$ cat config.mk
export PLATFORM = sky130hd
export DESIGN_NAME = indirect_target_buffer
export DESIGN_NICKNAME = d
export VERILOG_FILES = /design/src/rtl/indirect_target_buffer_pkg.sv /design/src/rtl/indirect_target_buffer_itb_array.sv /design/src/rtl/indirect_target_buffer.sv
export SDC_FILE = /design/constraint.sdc
export NUM_CORES = 2
export LEC_CHECK = 0
export CAP_MARGIN = 20
export CELL_PAD_IN_SITES_DETAIL_PLACEMENT = 0
export CELL_PAD_IN_SITES_GLOBAL_PLACEMENT = 1
export CORE_UTILIZATION = 59
export CTS_BUF_LIST = sky130_fd_sc_hd__clkbuf_2 sky130_fd_sc_hd__clkbuf_4 sky130_fd_sc_hd__clkbuf_8
export CTS_CLUSTER_DIAMETER = 50
export DETAILED_ROUTE_END_ITERATION = 12
export GPL_TIMING_DRIVEN = 0
export PLACE_DENSITY = 0.78
export SYNTH_ARGS = -nofsm -noshare
export SYNTH_HDL_FRONTEND = slang
export SYNTH_HIERARCHICAL = 1
export SYNTH_MEMORY_MAX_BITS = 65536
export SYNTH_SLANG_ARGS = --single-unit
$ cat constraint.sdc
create_clock -name clk_i -period 10.1 [get_ports clk_i]
set_input_delay 1.01 -clock clk_i [delete_from_list [all_inputs] [get_ports clk_i]]
set_output_delay 1.01 -clock clk_i [all_outputs]
set_load 0.01 [all_outputs]
$ cat src/rtl/indirect_target_buffer_pkg.sv
// Shared types for the indirect (JALR) target buffer: branch-resolve bus, entry layout, FSM states.
package indirect_target_buffer_pkg;

    localparam int unsigned VLEN           = 39;
    localparam int unsigned ITB_NR_ENTRIES = 64;
    localparam int unsigned ITB_IDX_BITS   = $clog2(ITB_NR_ENTRIES);
    localparam int unsigned ITB_TAG_BITS   = VLEN - ITB_IDX_BITS - 1;

    typedef enum logic [2:0] {
        NoCF   = 3'd0,
        Branch = 3'd1,
        Jump   = 3'd2,
        JumpR  = 3'd3,
        Return = 3'd4
    } cf_t;

    typedef struct packed {
        logic            valid;
        logic [VLEN-1:0] pc;
        logic [VLEN-1:0] target_address;
        logic            is_mispredict;
        cf_t             cf_type;
    } bp_resolve_t;

    typedef struct packed {
        logic                    valid;
        logic [ITB_TAG_BITS-1:0] tag;
        logic [VLEN-1:0]         target;
    } itb_entry_t;

    typedef enum logic {
        ITB_IDLE  = 1'b0,
        ITB_SWEEP = 1'b1
    } itb_state_e;

endpackage

$ cat src/rtl/indirect_target_buffer_itb_array.sv
// Entry storage modelled as an SRAM: one synchronous read port, one write port, read-before-write, no reset.
module itb_array
    import indirect_target_buffer_pkg::*;
#(
    parameter int unsigned NR_ENTRIES = ITB_NR_ENTRIES,
    parameter type         entry_t    = itb_entry_t
) (
    input  logic                          clk_i,
    input  logic                          re_i,
    input  logic [$clog2(NR_ENTRIES)-1:0] raddr_i,
    output entry_t                        rdata_o,
    input  logic                          we_i,
    input  logic [$clog2(NR_ENTRIES)-1:0] waddr_i,
    input  entry_t                        wdata_i
);

    entry_t mem [NR_ENTRIES];

    // Both updates are non-blocking, so a same-address read returns the old word.
    always_ff @(posedge clk_i) begin
        if (we_i) begin
            mem[waddr_i] <= wdata_i;
        end
        if (re_i) begin
            rdata_o <= mem[raddr_i];
        end
    end

endmodule

$ cat src/rtl/indirect_target_buffer.sv
// Direct-mapped JALR target predictor: installs mispredicted register-jump targets, serves
// registered lookups, and invalidates every entry through a one-entry-per-cycle sweep.
module indirect_target_buffer
    import indirect_target_buffer_pkg::*;
#(
    parameter int unsigned NR_ENTRIES = ITB_NR_ENTRIES
) (
    input  logic            clk_i,
    input  logic            rst_i,
    input  logic            flush_i,
    input  logic            debug_mode_i,
    input  bp_resolve_t     resolved_branch_i,
    input  logic            lookup_valid_i,
    input  logic [VLEN-1:0] lookup_pc_i,
    output logic            lookup_hit_o,
    output logic [VLEN-1:0] lookup_target_o,
    output logic            flush_busy_o
);

    localparam int unsigned IDX_BITS = $clog2(NR_ENTRIES);
    localparam int unsigned TAG_BITS = VLEN - IDX_BITS - 1;

    typedef struct packed {
        logic                valid;
        logic [TAG_BITS-1:0] tag;
        logic [VLEN-1:0]     target;
    } entry_t;

    itb_state_e          state_q, state_d;
    logic [IDX_BITS-1:0] cnt_q;
    logic                sweep_c;
    logic                install_c;
    logic                we_c;
    logic [IDX_BITS-1:0] waddr_c;
    entry_t              wdata_c;
    entry_t              rdata;
    logic                req_q;
    logic [TAG_BITS-1:0] tag_q;
    logic                unused_pc_lsb;

    assign unused_pc_lsb = resolved_branch_i.pc[0] ^ lookup_pc_i[0];

    // State register
    always_ff @(posedge clk_i) begin
        if (rst_i) begin
            state_q <= ITB_SWEEP;
        end else begin
            state_q <= state_d;
        end
    end

    // Next-state logic; a flush always (re)starts the sweep
    always_comb begin
        state_d = state_q;
        unique case (state_q)
            ITB_IDLE: begin
                if (flush_i) begin
                    state_d = ITB_SWEEP;
                end
            end
            ITB_SWEEP: begin
                if (!flush_i && cnt_q == IDX_BITS'(NR_ENTRIES - 1)) begin
                    state_d = ITB_IDLE;
                end
            end
            default: state_d = ITB_SWEEP;
        endcase
    end

    // State-decoded outputs
    always_comb begin
        sweep_c      = 1'b0;
        flush_busy_o = 1'b0;
        if (state_q == ITB_SWEEP) begin
            sweep_c      = 1'b1;
            flush_busy_o = 1'b1;
        end
    end

    // Sweep counter wraps to zero on the final sweep cycle
    always_ff @(posedge clk_i) begin
        if (rst_i || flush_i) begin
            cnt_q <= '0;
        end else if (state_q == ITB_SWEEP) begin
            cnt_q <= cnt_q + IDX_BITS'(1);
        end
    end

    assign install_c = resolved_branch_i.valid
                     & resolved_branch_i.is_mispredict
                     & (resolved_branch_i.cf_type == JumpR)
                     & ~debug_mode_i
                     & ~resolved_branch_i.target_address[0]
                     & (state_q == ITB_IDLE)
                     & ~flush_i;

    // Single write port shared by sweep and install; state makes them exclusive
    always_comb begin
        we_c    = sweep_c | install_c;
        waddr_c = resolved_branch_i.pc[IDX_BITS:1];
        wdata_c = '{valid:  1'b1,
                    tag:    resolved_branch_i.pc[VLEN-1:IDX_BITS+1],
                    target: resolved_branch_i.target_address};
        if (sweep_c) begin
            waddr_c = cnt_q;
            wdata_c = '0;
        end
    end

    itb_array #(
        .NR_ENTRIES (NR_ENTRIES),
        .entry_t    (entry_t)
    ) i_itb_array (
        .clk_i   (clk_i),
        .re_i    (lookup_valid_i),
        .raddr_i (lookup_pc_i[IDX_BITS:1]),
        .rdata_o (rdata),
        .we_i    (we_c),
        .waddr_i (waddr_c),
        .wdata_i (wdata_c)
    );

    // Request qualifier and tag travel alongside the synchronous array read
    always_ff @(posedge clk_i) begin
        if (rst_i) begin
            req_q <= 1'b0;
            tag_q <= '0;
        end else begin
            req_q <= lookup_valid_i & (state_q == ITB_IDLE);
            tag_q <= lookup_pc_i[VLEN-1:IDX_BITS+1];
        end
    end

    always_comb begin
        lookup_hit_o    = req_q & rdata.valid & (rdata.tag == tag_q);
        lookup_target_o = lookup_hit_o ? rdata.target : '0;
    end

endmodule

# --- Word level (Yosys, flattened, before mapping) ---
# Memories as Yosys holds them, arrays and structs flattened. A register that Yosys moved wholly into a read port is not among the register bits.
# Cells that the tools add are included.
classes:
  n_eq_ne: 3
  mux: 9
  n_bitwise: 14
  n_addsub: 1
  reduce_logical: 3
ops:
  columns: ["operator", "n"]
  rows:
  - ["$mux 72", 1]
  - ["$mux 39", 1]
  - ["$eq 32x32->1", 1]
  - ["$and 1x1->1", 9]
  - ["$add 6x1->6 const B", 1]
  - ["$eq 6x6->1 const B", 1]
  - ["$mux 6", 1]
  - ["$mux 1", 5]
  - ["$not 1->1", 4]
  - ["$eq 3x2->1 const B", 1]
  - ["$pmux 1 s2", 1]
  - ["$logic_and 1x1->1", 1]
  - ["$logic_not 1->1", 1]
  - ["$logic_or 1x1->1", 1]
  - ["$or 1x1->1", 1]
word_totals:
  input_bits: 127
  n_memories: 1
  mem_bits_rw: 4608
  word_cells: 35
  register_bits: 40
  out_inout_bits: 41
memory_table:
  columns: ["memory", "depth", "width", "read_ports", "rd_ports_with_merged_regs", "write_ports", "line_no", "text"]
  rows:
  - ["i_itb_array.mem", 64, 72, 1, 1, 1, "indirect_target_buffer_itb_array.sv:17", "entry_t mem [NR_ENTRIES];"]

# --- Logic depth before layout (Yosys ltp) ---
depth:
  depth_word: 9
  ltp_mapped: 8
  mapped_depth_nobuf: 5

# --- Modules after synthesis ---
# Netlist, hierarchy kept.
by_module_without_submodules:
  columns: ["mod", "area_each_um2", "seq_area_each_um2", "instances", "cells_each"]
  rows:
  - ["itb_array", 175935.0, 140534.8, 1, 7305]
  - ["indirect_target_buffer", 2733.9, 800.8, 1, 325]

# --- Worst setup path before layout ---
# OpenSTA, ideal clock, no wires.
synth_timing:
  path_kind: "in2reg"
  startpoint: "in resolved_branch_i[2] (netlist name)"
  endpoint: "mem i_itb_array/mem[48][0] (netlist name) (enable)"
  path_stages: 4
  setup_time_ns: 0.590
  t_required_ns: 9.510
  path_slack_ns: 2.234
  t_arrival_ns: 7.276
  cell_sequence: "or4b_2 > o21ai_0 > nand4b_1 > nor3_1"
synth_via:
  elab_chain_len: 9
synth_rtl:
  columns: ["item", "line_no", "text"]
  rows:
  - ["start: declaration", "indirect_target_buffer.sv:12", "input bp_resolve_t resolved_branch_i,"]
  - ["$eq 3x2->1", "indirect_target_buffer.sv:91", "& (resolved_branch_i.cf_type == JumpR)"]
  - ["$and 1x1->1", "indirect_target_buffer.sv:91", null]
  - ["$and 1x1->1", "indirect_target_buffer.sv:92", "& ~debug_mode_i"]
  - ["$and 1x1->1", "indirect_target_buffer.sv:93", "& ~resolved_branch_i.target_address[0]"]
  - ["$and 1x1->1", "indirect_target_buffer.sv:94", "& (state_q == ITB_IDLE)"]
  - ["$and 1x1->1", "indirect_target_buffer.sv:95", "& ~flush_i;"]
  - ["$or 1x1->1", "indirect_target_buffer.sv:99", "we_c = sweep_c | install_c;"]
  - ["via we_c", "indirect_target_buffer.sv:33", "logic we_c;"]
  - ["$mux 1", "indirect_target_buffer_itb_array.sv:21", "if (we_i) begin"]
  - ["$mux 1 (implied by the code)", "indirect_target_buffer_itb_array.sv:22", "mem[waddr_i] <= wdata_i;"]
  - ["end: declaration", "indirect_target_buffer_itb_array.sv:17", null]
# The timed path passes the listed nets, and every way through them passes these cells.

# --- Final worst setup path ---
layout_timing:
  startpoint: "reg i_itb_array/rdata_o[66] (netlist name)"
  endpoint: "out lookup_target_o[37]"
layout_via:
  elab_chain_len: 3
layout_rtl:
  columns: ["item", "line_no", "text"]
  rows:
  - ["$eq 32x32->1", "indirect_target_buffer.sv:135", "lookup_hit_o = req_q & rdata.valid & (rdata.tag == tag_q);"]
  - ["$and 1x1->1", "indirect_target_buffer.sv:135", null]
  - ["$mux 39", "indirect_target_buffer.sv:136", "lookup_target_o = lookup_hit_o ? rdata.target : '0;"]
  - ["end: declaration", "indirect_target_buffer.sv:16", "output logic [VLEN-1:0] lookup_target_o,"]
# No other way between the ends.

==> impl_metrics.json <==
{
  "critical_path_arrival_ps": 5350,
  "vias": 96700,
  "die_area_um2": 305000,
  "wl_per_cell_um": 43.2,
  "drtIter0Drc": 18300,
  "relSlewSlack_pct": 9.48,
  "clockBufferDepth": 4,
  "critical_path_buf_inv_count": 3,
  "hpwl_um": 399000,
  "power_density_nw_per_um2": 185,
  "end_kind": "output pin",
  "crit_fanout": 10,
  "syn_to_final_growth_pct": 16.3,
  "final_hold_viol_count": 0,
  "final.setup.tns_ps": 0,
  "cp-start-kind": "register",
  "postCtsSetupBuffers": 0,
  "syn_inst": 7630,
  "clock-sinks": 4720,
  "rsz0062_at_grt": "false",
  "path_clk_slew_ps": 60,
  "drv_slew": 0,
  "wirelength_um": 582000,
  "via_per_inst": 7.18,
  "ioPinCount": 168,
  "finalCritPeriodShare_pct": 62.9,
  "grt_pass1_wl_um": 773000,
  "core_area_um2": 301000,
  "crit_family": "simple AND/OR/NAND/NOR gates",
  "nets": 9027,
  "power.leakage_uw": 0.0669,
  "drv_cap": 0,
  "synth_edf_count": 4680,
  "ir_drop_v": 0.000121,
  "wl_met3_um": 98200,
  "r2r_slack_ps": 4310,
  "fmax_mhz": 157,
  "skew_ps": 88.3,
  "syn_nets": 7758,
  "first_pass_iters": 7,
  "dieHeight_um": 552,
  "final_antenna_net_count": 0,
  "max_stage_delay_ps": 730,
  "die_w_um": 552,
  "synthFlopType": "edfxtp_1",
  "drc": 0,
  "synth_top_area_share_pct": 78.7,
  "post-place-cells": 12100,
  "clkLatencyLatePin_ps": 1260,
  "cts_resized": 0,
  "gr-total-overflow": 0,
  "track_usage_pct": 38.2,
  "final-setup-viol-count": 0,
  "cts-htree-levels": 6,
  "place.gp.congestion": 0.871,
  "start_util_pct": 59.5,
  "wl_met2_um": 259000,
  "numCtsBuffers": 718,
  "synth_seq_cells": 4720,
  "seq_area_frac_synth_pct": 79.1,
  "synth_area_per_cell_um2": 23.4,
  "crit_required_ps": 9090,
  "num_rows": 201,
  "yosysTopAreaCell": "edfxtp_1",
  "cts.hold.buffers_added": 0,
  "first_global_vias": 93400,
  "synth.area.top_cells": "edfxtp_1, mux4_2, a22oi_1",
  "async_reset_ff_share_pct": 0,
  "run_status": "finished, final reports clean",
  "cts_tree": "built",
  "port_buffers": 162,
  "grt_max_degree": 65,
  "drive_gt1_share_pct": 32.9,
  "synth_cell_types": 42,
  "antenna_found_initial": 51,
  "top_layer_used": "met5",
  "tightest_slew_ps": 1360,
  "hp-class": "primary input to register",
  "min_period_ps": 6360,
  "routedLengthMet1_um": 189000,
  "worst-setup-path-type": "register to output pin",
  "yosys_warnings": 6,
  "syn_area_um2": 179000,
  "critical-path-slowest-cell": "nand4_1",
  "cts_root_buffer": "clkbuf_8",
  "stdcell_count": 13500,
  "path_cells": "xor2_1, nor4_1, nand4_1, buf_16, buf_1, nor3_2, clkdlybuf4s50_1"
}
-- power breakdown --
part | internal, uW | leakage (uW) | total [uW] | switching (uW)
clock | 7760 | 0.00722 | 15200 | 7460
sequential | 21300 | 0.0439 | 21300 | 39.7
combinational | 701 | 0.0159 | 1870 | 1170
total | 29800 | 0.0669 | 38400 | 8670
-- cell usage after synthesis, drive strengths merged (2+ instances only) --
| master | count |
|---|---|
| nand4b | 2 |
| nor3 | 43 |
| nand2b | 9 |
| xnor2 | 14 |
| o21ai | 2 |
| o221ai | 54 |
| and2 | 3 |
| buf | 286 |
| clkbuf | 158 |
| nand3 | 130 |
| nor4 | 4 |
| o211a | 72 |
| or3 | 4 |
| mux4 | 1152 |
| mux2i | 109 |
| nand3b | 26 |
| o22ai | 144 |
| a22oi | 288 |
| or2 | 3 |
| or3b | 4 |
| dfxtp | 40 |
| mux2 | 6 |
| nor2b | 112 |
| a211oi | 72 |
| nor2 | 125 |
| nand4 | 8 |
| xor2 | 22 |
| nand2 | 49 |
| edfxtp | 4680 |
| inv | 2 |
-- cells by family after synthesis --
group           count (synthesis)  synth area share, %
fa+ha+maj                       1              0.00700
flops                        4720                 79.1
compound gates                634                 2.70
buf+inv                       446                 1.23
xor+xnor                       36                0.176
mux                          1267                 15.2
simple gates                  526                 1.62
-- flip-flops by register name (all words and copies together) (netlist names) --
name	cells
cnt_q	6
i_itb_array/mem	4608
i_itb_array/rdata_o	72
req_q	1
state_q	1
tag_q	32
-- path summary, 6_finish.rpt --
check,start,cells past startpoint,end
worst max-delay path,i_itb_array/rdata_o[66]$_DFFE_PP_,7,lookup_target_o[37]
worst min-delay path,lookup_pc_i[27],2,tag_q[20]$_SDFF_PP0_
worst max register to register,state_q$_SDFF_PP1_,10,i_itb_array/mem[14][5]$_DFFE_PP_
worst min register to register,cnt_q[5]$_SDFFE_PP0P_,2,cnt_q[5]$_SDFFE_PP0P_
-- cells in the final DEF, fill, tap and decap left out, types with 71 or more instances in the layout --
cell type	synthesis	final
nor2b_4	0	71
o22ai_1	144	144
buf_2	190	193
clkdlybuf4s50_1	0	161
clkbuf_8	0	722
mux2i_1	109	109
o211a_1	72	72
a211oi_1	72	72
edfxtp_1	4680	4680
buf_12	0	284
clkbuf_1	158	141
clkbuf_4	0	235
a22oi_1	288	288
clkinv_2	0	78
nand3_1	130	130
mux4_2	1152	1152
clkinv_1	0	166
-- per-layer routing --
metal,vias up,GRT usage [%]
met5,-,0
met4,32,21.3
met3,1563,14.1
met2,9209,55.2
met1,50200,50.7
li1,35700,-
-- stage by stage --
step / hold WS, ps / area (um2) / power (uW) / worst slack [ps] / utilization (%)
after detailed placement: 508 / 194000 / 23600 / 4120 / 64.5
final: 306 / 208000 / 38400 / 3740 / 69.1
after floorplan: 463 / 179000 / 22700 / 2230 / -
after CTS: 231 / 207000 / 38400 / 3790 / 69.0
after global routing: 283 / 208000 / 39300 / 3810 / 69.1
after global placement: 496 / 185000 / 23500 / -10550 / 61.6
-- cell type report --
type,count,area (um2)
fillers,17600,92800
clock buffers,957,11700
clock inverters,307,1900
well taps,3958,4950
multi-input cells,2464,36200
inverters,2,7.51
repair buffers,549,9310
plain buffers,444,2210
flip-flops and latches,4720,141000
diodes,63,158
(Power assumes the default switching activity.)
